File: src/rtl/controle_acesso_param.sv
// Sequential access-permission checker.
// A per-user permission table is consulted on each accepted request. The
// result is returned on a registered valid/ready response channel. Repeated
// denials trigger a timed lockout, and grant/deny statistics are kept with
// saturating counters.
module controle_acesso_param #(
    parameter int unsigned USER_W      = 3,
    parameter int unsigned FUNC_W      = 3,
    parameter int unsigned MAX_FAIL    = 3,
    parameter int unsigned LOCK_CYCLES = 16,
    parameter int unsigned CNT_W       = 8
) (
    input  logic                     clk,
    input  logic                     rst,
    input  logic                     req_valid,
    output logic                     req_ready,
    input  logic [USER_W-1:0]        req_user,
    input  logic [FUNC_W-1:0]        req_func,
    output logic                     resp_valid,
    input  logic                     resp_ready,
    output logic                     resp_grant,
    output logic [FUNC_W-1:0]        resp_func,
    input  logic                     cfg_we,
    input  logic [USER_W-1:0]        cfg_user,
    input  logic [(2**FUNC_W)-1:0]   cfg_mask,
    output logic                     locked,
    output logic [CNT_W-1:0]         grant_cnt,
    output logic [CNT_W-1:0]         deny_cnt
);

    localparam int unsigned ROWS   = 2**USER_W;
    localparam int unsigned MASK_W = 2**FUNC_W;
    localparam int unsigned FAIL_W = $clog2(MAX_FAIL + 1);
    localparam int unsigned TMR_W  = $clog2(LOCK_CYCLES + 1);

    typedef enum logic [1:0] {
        IDLE,
        RESP,
        LOCK
    } state_t;

    // Legacy policy loaded into rows 0..7 on reset; bit f = function f allowed.
    function automatic logic [MASK_W-1:0] legacy_mask(input int unsigned row);
        logic [7:0] m;
        case (row)
            1:       m = 8'h5A;  // funcs 1,3,4,6
            3:       m = 8'h5E;  // funcs 1,2,3,4,6
            5:       m = 8'hFE;  // funcs 1..7
            6:       m = 8'h42;  // funcs 1,6
            default: m = 8'h00;
        endcase
        return MASK_W'(m);
    endfunction

    logic [MASK_W-1:0] table_q [ROWS];

    state_t            state_q, state_d;
    logic              grant_q, grant_d;
    logic [FUNC_W-1:0] func_q, func_d;
    logic [FAIL_W-1:0] fail_q, fail_d;
    logic [TMR_W-1:0]  timer_q, timer_d;
    logic [CNT_W-1:0]  gcnt_q, gcnt_d;
    logic [CNT_W-1:0]  dcnt_q, dcnt_d;

    logic              lookup;

    // Function 0 is never granted regardless of the mask bit.
    assign lookup = table_q[req_user][req_func] & (req_func != '0);

    // Permission table: reset reloads the legacy policy; writes land at the edge,
    // so a same-cycle lookup of the written row still sees the old mask.
    always_ff @(posedge clk) begin
        if (rst) begin
            for (int unsigned r = 0; r < ROWS; r++) begin
                table_q[USER_W'(r)] <= legacy_mask(r);
            end
        end else if (cfg_we) begin
            table_q[cfg_user] <= cfg_mask;
        end
    end

    // State, response and statistics registers.
    always_ff @(posedge clk) begin
        if (rst) begin
            state_q <= IDLE;
            grant_q <= 1'b0;
            func_q  <= '0;
            fail_q  <= '0;
            timer_q <= '0;
            gcnt_q  <= '0;
            dcnt_q  <= '0;
        end else begin
            state_q <= state_d;
            grant_q <= grant_d;
            func_q  <= func_d;
            fail_q  <= fail_d;
            timer_q <= timer_d;
            gcnt_q  <= gcnt_d;
            dcnt_q  <= dcnt_d;
        end
    end

    // Next-state logic: accept in IDLE, settle statistics at the response
    // handshake, and count down the lockout.
    always_comb begin
        state_d = state_q;
        grant_d = grant_q;
        func_d  = func_q;
        fail_d  = fail_q;
        timer_d = timer_q;
        gcnt_d  = gcnt_q;
        dcnt_d  = dcnt_q;

        case (state_q)
            IDLE: begin
                if (req_valid) begin
                    grant_d = lookup;
                    func_d  = lookup ? req_func : '0;
                    state_d = RESP;
                end
            end
            RESP: begin
                if (resp_ready) begin
                    if (grant_q) begin
                        fail_d = '0;
                        if (gcnt_q != '1) begin
                            gcnt_d = gcnt_q + 1'b1;
                        end
                    end else begin
                        fail_d = fail_q + 1'b1;
                        if (dcnt_q != '1) begin
                            dcnt_d = dcnt_q + 1'b1;
                        end
                    end
                    if (fail_d == FAIL_W'(MAX_FAIL)) begin
                        state_d = LOCK;
                        timer_d = TMR_W'(LOCK_CYCLES);
                    end else begin
                        state_d = IDLE;
                    end
                end
            end
            LOCK: begin
                // Timer enters at LOCK_CYCLES and leaves after the cycle at 1,
                // giving exactly LOCK_CYCLES cycles of lockout.
                timer_d = timer_q - 1'b1;
                if (timer_q == TMR_W'(1)) begin
                    state_d = IDLE;
                    fail_d  = '0;
                end
            end
            default: begin
                state_d = IDLE;
            end
        endcase
    end

    assign req_ready  = (state_q == IDLE);
    assign resp_valid = (state_q == RESP);
    assign locked     = (state_q == LOCK);
    assign resp_grant = grant_q;
    assign resp_func  = func_q;
    assign grant_cnt  = gcnt_q;
    assign deny_cnt   = dcnt_q;

endmodule
File: config.mk
export PLATFORM = sky130hd
export DESIGN_NAME = controle_acesso_param
export DESIGN_NICKNAME = d
export VERILOG_FILES = /design/src/rtl/controle_acesso_param.sv
export SDC_FILE = /design/constraint.sdc
export NUM_CORES = 1
export LEC_CHECK = 0
export BUFFER_PORTS_ARGS = -buffer_cell sky130_fd_sc_hd__clkbuf_2
export CAP_MARGIN = 15
export CORE_ASPECT_RATIO = 0.75
export CORE_UTILIZATION = 35
export CTS_CLUSTER_SIZE = 30
export DETAILED_ROUTE_END_ITERATION = 7
export GPL_TIMING_DRIVEN = 0
export PLACE_DENSITY_LB_ADDON = 0.08
export SLEW_MARGIN = 20
export SYNTH_ARGS = -nofsm -noshare
export SYNTH_HDL_FRONTEND = slang
export SYNTH_SLANG_ARGS = --single-unit
File: constraint.sdc
create_clock -name clk -period 2.25 [get_ports clk]
set_clock_uncertainty 0.2 [all_clocks]
set_input_delay 0.225 -clock clk [delete_from_list [all_inputs] [get_ports clk]]
set_output_delay 0.225 -clock clk [all_outputs]
set_load 0.05 [all_outputs]
==> results.md, run 1 <==
| Stage | Metric | Reported |
|:---|:---|:---|
| global routing | Global-route track usage on met3 | 0.0385 |
| setup path | CP Max Fanout | 8 |
| drt | Ratio of routed vias to standard cells | 5.10 |
| finish | Total Nets Final | 418 |
| drt | Number of optimization iterations in the first detailed-route pass | 5 |
| place | Number of buffers inserted by port buffering | 42 |
| sta | Accumulated negative setup slack | 0 ns |
| synthesis | EDFF count, synth | 56 |
| synthesis | Share of synthesized cell area in and, or, nand and nor gates | 0.224 |
| sta | Period utilization | 0.898 |
| synthesis | Number of warnings printed during yosys synthesis | 0 |
| synthesis | Compound-gate portion of the synthesized area | 0.0490 |
| drt | Drt initial violations | 114 |
| sta | Remaining max-slew budget at the tightest pin | 0.541 |
| floorplanning | Vertical die dimension | 94.4 um |
| finish | Layout-stage area growth over the synthesis result | 17.8% |
| global routing | GRT busiest layer | met2 |
| synthesis | FF+latch count, synth | 85 |
| global routing | Pin count of the biggest net entering global routing | 14 |
| pwr | Share of total power in the clock network | 0.408 |
| global routing | Grt total ovfl | 0 |
| pwr | Flop pwr share | 0.505 |
| setup path | R2R Path Start | grant_cnt[0] |
| sta | Timing-limited maximum frequency | 0.495 GHz |
| floorplanning | Core outline area | 11000 um2 |
| synthesis | Largest family of logic cells by synthesized area | simple AND/OR/NAND/NOR gates |
| pwr | Power Dens Cells | 743 nW/um2 |
| place | Count of placed standard cells including taps | 519 |
| outcome | Result of the run | complete, no violations |
| synthesis | Fraction of synthesized area in multiplexers | 0.0942 |
| hold path | Class of the most critical hold timing path | input port to flop |
| setup path | Critical-path cell list | clkbuf_2, or3b_1, nor2_1, or2_2 |
| place | Detailed-placement wirelength estimate | 6800 um |
| drt | Post-route DRC violation count | 0 |
| setup path | Endpoint of the most critical setup path | table_q[2][3] |
| drt | Average wire length per cell after detail routing | 17.7 um |
| cts | Number of H-tree levels | 3 |
| setup path | Number of cells on the worst reg-to-reg path | 6 |
| drt | Vias post-DR | 2740 |
| finish | Count of fill cells added during filler insertion | 1075 |
| pwr | Worst voltage drop across the vdd grid | 0.323 mV |
| cts | Clock buffer depth | 2 |
| synthesis | Most used flip-flop cell after synthesis | sky130_fd_sc_hd__edfxtp_1 |
| synthesis | Post-synthesis instance area | 3990 um2 |
| floorplanning | Starting utilization of the core area | 0.362 |
| finish | Most common cell after layout, fill and taps aside | sky130_fd_sc_hd__edfxtp_1 |
| cts | # Post-CTS Setup Buffers | 0 |
| sta | Final setup violation count | 0 |
| cts | Clock transition at the registers of the reported paths | 0.06 ns |
| global routing | Global-route wire length before repair | 14800 um |
| setup path | RR Endpoint | grant_cnt[5] |
| cts | Clock tree from TritonCTS | done |
| finish | Util after Layout | 0.426 |
| synthesis | Synth async-reset ratio | 0 |
| setup path | Worst Setup Start Kind | input port |
| cts | Clk_lat worst skew | 0.33 ns |
| finish | Most used cells in the layout excluding fill and tap cells | sky130_fd_sc_hd__edfxtp_1 (56), sky130_fd_sc_hd__clkbuf_2 (42), sky130_fd_sc_hd__and2_1 (40) |
| setup path | WP depth | 4 |
| cts | Number of clock sinks seen by CTS | 85 |
| place | Gpl congestion | 0.749 |
| sta | Worst setup margin | 0.231 ns |
| finish | Number of cells in the finished layout apart from fillers | 537 |
| place | Post-Place Worst Slack | -0.416 ns |
| setup path | Data arrival time of the critical path | 1.84 ns |
| setup path | Total buffers and inverters traversed by the critical path | 1 |
| synthesis | Syn Inst Count | 337 |
| flow run | Max-capacitance violation count | 0 |
| setup path | Standard cell with the maximum stage delay on the critical path | sky130_fd_sc_hd__nor2_1 |
| pwr | Switching Fraction | 0.230 |
| floorplanning | Horizontal die dimension | 125 um |
| setup path | Crit. Startpoint | rst |
| synthesis | Total nets after synthesis | 363 |
| pwr | Design Power | 0.00349 W |
| setup path | Largest delay share family, worst path | simple AND/OR/NAND/NOR gates |
| global routing | Antenna violations before repair | 0 |
| finish | Share of final-layout standard cells stronger than drive strength 1 | 0.222 |
| setup path | Required time reported for the critical path endpoint | 2.07 ns |
| synthesis | Sequential fraction of the synthesis area | 0.567 |
| floorplanning | Floorplan die area | 11800 um2 |
| floorplanning | Boundary Pins | 45 |
| setup path | Endpoint type of the worst setup path | flop |
| finish | Inserted Diodes | 0 |
| pwr | Switching component of the power | 0.000804 W |
| drt | Final wirelength | 9480 um |
| setup path | Internal reg-to-reg setup slack | 0.28 ns |
| floorplanning | Number of placement rows | 33 |
| synthesis | Synth unique cells | 42 |
| sta | Slew at the pin with the worst max-slew slack | 0.685 ns |
| sta | Max Transition Viols Final | 0 |
| sta | Unrepaired setup endpoints after global routing | no |
| sta | Count of endpoints failing hold in the final timing report | 0 |
| cts | Master cell of the clock root buffer | sky130_fd_sc_hd__clkbuf_16 |
| global routing | Met2 Usage GRT | 0.255 |
| global routing | GR Util All Layers | 0.169 |
| synthesis | Post-Synth XOR/XNOR Area | 0.0352 |
| synthesis | Syn avg cell area | 11.8 um2 |
| pwr | Combinational Power Share | 0.087 |
| pwr | P_leak | 1.74 nW |
| cts | Total clock buffers created by CTS | 9 |
| drt | Post-route antenna net violation count | 0 |
| pwr | Internal Pwr Total | 0.00268 W |
| setup path | Critical Path Max Stage Delay | 0.59 ns |
| synthesis | Post-synthesis adder-cell area fraction | 0.0126 |
| sta | Min Tclk post-route | 2.02 ns |
| global routing | Met1 track utilization from global routing | 0.240 |
| setup path | Crit path kind | input port to flop |
| global routing | Number of global-route vias before repair | 2656 |
synth_stat cells, types with 9 or more instances:
cell                       instances  share of area
sky130_fd_sc_hd__or3_1            16          0.025
sky130_fd_sc_hd__dfxtp_1          29           0.15
sky130_fd_sc_hd__nand2_1          15          0.014
sky130_fd_sc_hd__edfxtp_1         56           0.42
sky130_fd_sc_hd__and2_1           40          0.063
sky130_fd_sc_hd__nor2_1           35          0.033
sky130_fd_sc_hd__a21oi_1           9          0.011
sky130_fd_sc_hd__nor3_1            9          0.011
sky130_fd_sc_hd__mux2i_1          15          0.038
power by group through the flow:
stage               sequential, W  combinational, W  clock (W)
floorplan                 0.00181          0.000171          0
global placement          0.00179          0.000301          0
detailed placement        0.00180          0.000301          0
CTS                       0.00176          0.000306    0.00147
global route              0.00177          0.000332    0.00152
finish                    0.00176          0.000303    0.00142
registers in the layout, summed over array words and instances (netlist names):
register and cells:
deny_cnt 8, fail_q 2, grant_cnt 8, resp_func 3, resp_grant 1, state_q 2
table_q 56, timer_q 5
logic make-up after synthesis:
| group | after synthesis |
|---|---|
| flops | 85 |
| fa+ha+maj | 4 |
| simple gates | 162 |
| buf+inv | 16 |
| mux | 27 |
| compound gates | 27 |
| xor+xnor | 16 |
through the flow:
step                hold slack (ns)  area (um2)
global placement              0.259        4370
finish                       0.0259        4700
floorplan                     0.162        3990
global route                 0.0573        4700
detailed placement            0.258        4370
CTS                          0.0185        4680
metal layers:
layer  vias to the layer above  wire, um
met5                         -         0
met4                         0       112
met3                         8       590
met2                        57      4100
met1                      1337      4680
li1                       1338         -
final cells by class:
| type | count | area [um2] | share of cell area |
|---|---|---|---|
| sequential | 85 | 2260 | 0.482 |
| multi-input combinational | 236 | 1670 | 0.355 |
| clock buffer | 12 | 268 | 0.0570 |
| timing repair buffer | 44 | 230 | 0.0490 |
| tap | 140 | 175 | 0.0373 |
| buffer | 10 | 48.8 | 0.0104 |
| inverter | 6 | 22.5 | 0.00480 |
| clock inverter | 4 | 20.0 | 0.00426 |
timing repair:
item                                    CTS  global route
hold endpoints to repair                  1             0
endpoints found under the setup margin    7            12
hold buffers                              2             0
resized for setup                         1             2
tightest hold or removal path, stage by stage:
cell and delay (ns):
sky130_fd_sc_hd__clkbuf_2 0.13, sky130_fd_sc_hd__inv_1 0.09, sky130_fd_sc_hd__o31ai_2 0.07
worst min path at each step:
stage                       startpoint            to  slack (ns)  depth (start not counted)
after CTS                  req_func[0]  resp_func[0]        0.02                          3
after global placement    resp_func[1]  resp_func[1]        0.26                          2
after detailed placement  resp_func[1]  resp_func[1]        0.26                          2
after floorplan            req_func[1]  resp_func[1]        0.16                          2
final                      req_func[0]  resp_func[0]        0.03                          3
after global routing       req_func[0]  resp_func[0]        0.06                          3
(Power assumes the default switching activity.)
==> run 2: changes to the inputs <==
==> constraint.sdc (replaced) <==
create_clock -name clk -period 2.5 [get_ports clk]
set_clock_uncertainty 0.2 [all_clocks]
set_input_delay 0.25 -clock clk [delete_from_list [all_inputs] [get_ports clk]]
set_output_delay 0.25 -clock clk [all_outputs]
set_load 0.05 [all_outputs]
==> results.md, run 2 (synthesis gave the netlist of run 1 again) <==
| Stage | Metric | Reported |
|:---|:---|:---|
| setup path | Critical-path cell list | clkbuf_2, or3b_1, nor3_1, or2_2 |
| cts | Clock tree from TritonCTS | done |
| floorplanning | Number of placement rows | 33 |
| cts | Number of H-tree levels | 3 |
| sta | Max Transition Viols Final | 0 |
| place | Number of buffers inserted by port buffering | 42 |
| pwr | Worst voltage drop across the vdd grid | 0.293 mV |
| cts | Number of clock sinks seen by CTS | 85 |
| sta | Timing-limited maximum frequency | 0.437 GHz |
| pwr | P_leak | 1.73 nW |
| finish | Layout-stage area growth over the synthesis result | 16.9% |
| sta | Accumulated negative setup slack | 0 ns |
| finish | Most used cells in the layout excluding fill and tap cells | sky130_fd_sc_hd__edfxtp_1 (56), sky130_fd_sc_hd__clkbuf_2 (42), sky130_fd_sc_hd__and2_1 (40) |
| floorplanning | Horizontal die dimension | 125 um |
| place | Gpl congestion | 0.749 |
| sta | Slew at the pin with the worst max-slew slack | 1.04 ns |
| global routing | Antenna violations before repair | 0 |
| global routing | Global-route wire length before repair | 14800 um |
| setup path | Required time reported for the critical path endpoint | 2.32 ns |
| hold path | Hold depth | 3 |
| sta | Period utilization | 0.915 |
| cts | Clock buffer depth | 2 |
| global routing | GR Util All Layers | 0.169 |
| sta | Unrepaired setup endpoints after global routing | no |
| drt | Number of optimization iterations in the first detailed-route pass | 4 |
| finish | Biggest register | table_q |
| finish | Total Nets Final | 416 |
| global routing | Pin count of the biggest net entering global routing | 14 |
| cts | Master cell of the clock root buffer | sky130_fd_sc_hd__clkbuf_16 |
| drt | Ratio of routed vias to standard cells | 5.12 |
| finish | Count of fill cells added during filler insertion | 1075 |
| setup path | Endpoint type of the worst setup path | flop |
| global routing | Grt total ovfl | 0 |
| sta | Worst setup margin | 0.212 ns |
| setup path | Worst Setup Start Kind | input port |
| pwr | Power Dens Cells | 672 nW/um2 |
| cts | Clock transition at the registers of the reported paths | 0.06 ns |
| drt | Drt initial violations | 129 |
| setup path | Critical Path Max Stage Delay | 0.82 ns |
| floorplanning | Floorplan die area | 11800 um2 |
| floorplanning | Starting utilization of the core area | 0.362 |
| drt | Final wirelength | 9430 um |
| place | Post-Place Worst Slack | -0.191 ns |
| place | Detailed-placement wirelength estimate | 6800 um |
| drt | Post-route antenna net violation count | 0 |
| cts | Number of gates resized after CTS | 0 |
| setup path | Number of cells on the worst reg-to-reg path | 5 |
| setup path | Data arrival time of the critical path | 2.11 ns |
| flow run | Max-capacitance violation count | 0 |
| hold path | Class of the most critical hold timing path | input port to flop |
| global routing | Number of global-route vias before repair | 2646 |
| finish | Most common cell after layout, fill and taps aside | sky130_fd_sc_hd__edfxtp_1 |
| cts | Total clock buffers created by CTS | 9 |
| setup path | Standard cell with the maximum stage delay on the critical path | sky130_fd_sc_hd__nor3_1 |
| sta | Final setup violation count | 0 |
| cts | # Post-CTS Setup Buffers | 0 |
| cts | Clk_lat worst skew | 0.34 ns |
| finish | Flip-flop count of the largest register after layout | 56 |
| drt | Average wire length per cell after detail routing | 17.6 um |
| sta | Count of endpoints failing hold in the final timing report | 0 |
| cts | Count of hold-fix buffers inserted at cts | 0 |
| drt | Vias post-DR | 2741 |
| setup path | Internal reg-to-reg setup slack | 0.38 ns |
| floorplanning | Boundary Pins | 45 |
| finish | Share of final-layout standard cells stronger than drive strength 1 | 0.215 |
| setup path | CP Max Fanout | 8 |
| sta | Min Tclk post-route | 2.29 ns |
| sta | Remaining max-slew budget at the tightest pin | 0.302 |
| finish | Inserted Diodes | 0 |
| setup path | Crit path kind | input port to flop |
| drt | Post-route DRC violation count | 0 |
| floorplanning | Core outline area | 11000 um2 |
| floorplanning | Vertical die dimension | 94.4 um |
| outcome | Result of the run | complete, no violations |
run 2: cell types whose count changed in the layout (fill, tap and decap cells not counted):
cell and change:
sky130_fd_sc_hd__dlygate4sd3_1 -2, sky130_fd_sc_hd__nor3_1 +2, sky130_fd_sc_hd__nor3_2 -2, sky130_fd_sc_hd__nor4bb_1 +1
sky130_fd_sc_hd__nor4bb_2 -1
run 2: stage by stage:
stage               utilization  instances  total power, W  cell area, um2  hold WS [ns]
floorplan                     -        337         0.00178            3990         0.187
global placement          0.397        519         0.00189            4370         0.259
detailed placement        0.397        519         0.00189            4370         0.258
CTS                       0.423        535         0.00318            4660       0.00717
global route              0.423        535         0.00326            4660        0.0270
finish                    0.423        535         0.00313            4660        0.0151
run 2: worst max-delay path, delay by kind of cell:
kind	cells	cell delay (ns)
buffers and inverters	1	0.15
AND/OR/NAND/NOR	3	1.70
run 2: report_power, final:
part           leakage (nW)  internal [W]  switching [W]
registers             0.779       0.00156      0.0000241
logic                 0.803     0.0000970       0.000171
clock network         0.147      0.000754       0.000524
total                  1.73       0.00241       0.000719
run 2: layer usage:
metal / wire length, um / vias to the layer above / share of wire / GRT usage
met5: 0 / - / 0 / 0
met2: 4050 / 48 / 0.43 / 0.254
met1: 4840 / 1348 / 0.51 / 0.240
met3: 400 / 12 / 0.042 / 0.0385
met4: 146 / 0 / 0.015 / 0.0579
li1: - / 1333 / - / -
run 2: final timing paths:
| kind | to | from |
|---|---|---|
| worst min-delay path | state_q[0] | resp_ready |
| worst max register to register | deny_cnt[4] | state_q[0] |
| worst min register to register | resp_func[2] | resp_func[2] |
| worst max-delay path | table_q[0][4] | rst |
run 2: final cells by class:
type | instances | area (um2) | area share
Buffer | 10 | 48.8 | 0.0105
Clock buffer | 12 | 268 | 0.0575
Sequential cell | 85 | 2260 | 0.485
Clock inverter | 4 | 20.0 | 0.00430
Tap cell | 140 | 175 | 0.0376
Multi-Input combinational cell | 236 | 1650 | 0.355
Inverter | 6 | 22.5 | 0.00483
Timing Repair Buffer | 42 | 210 | 0.0451
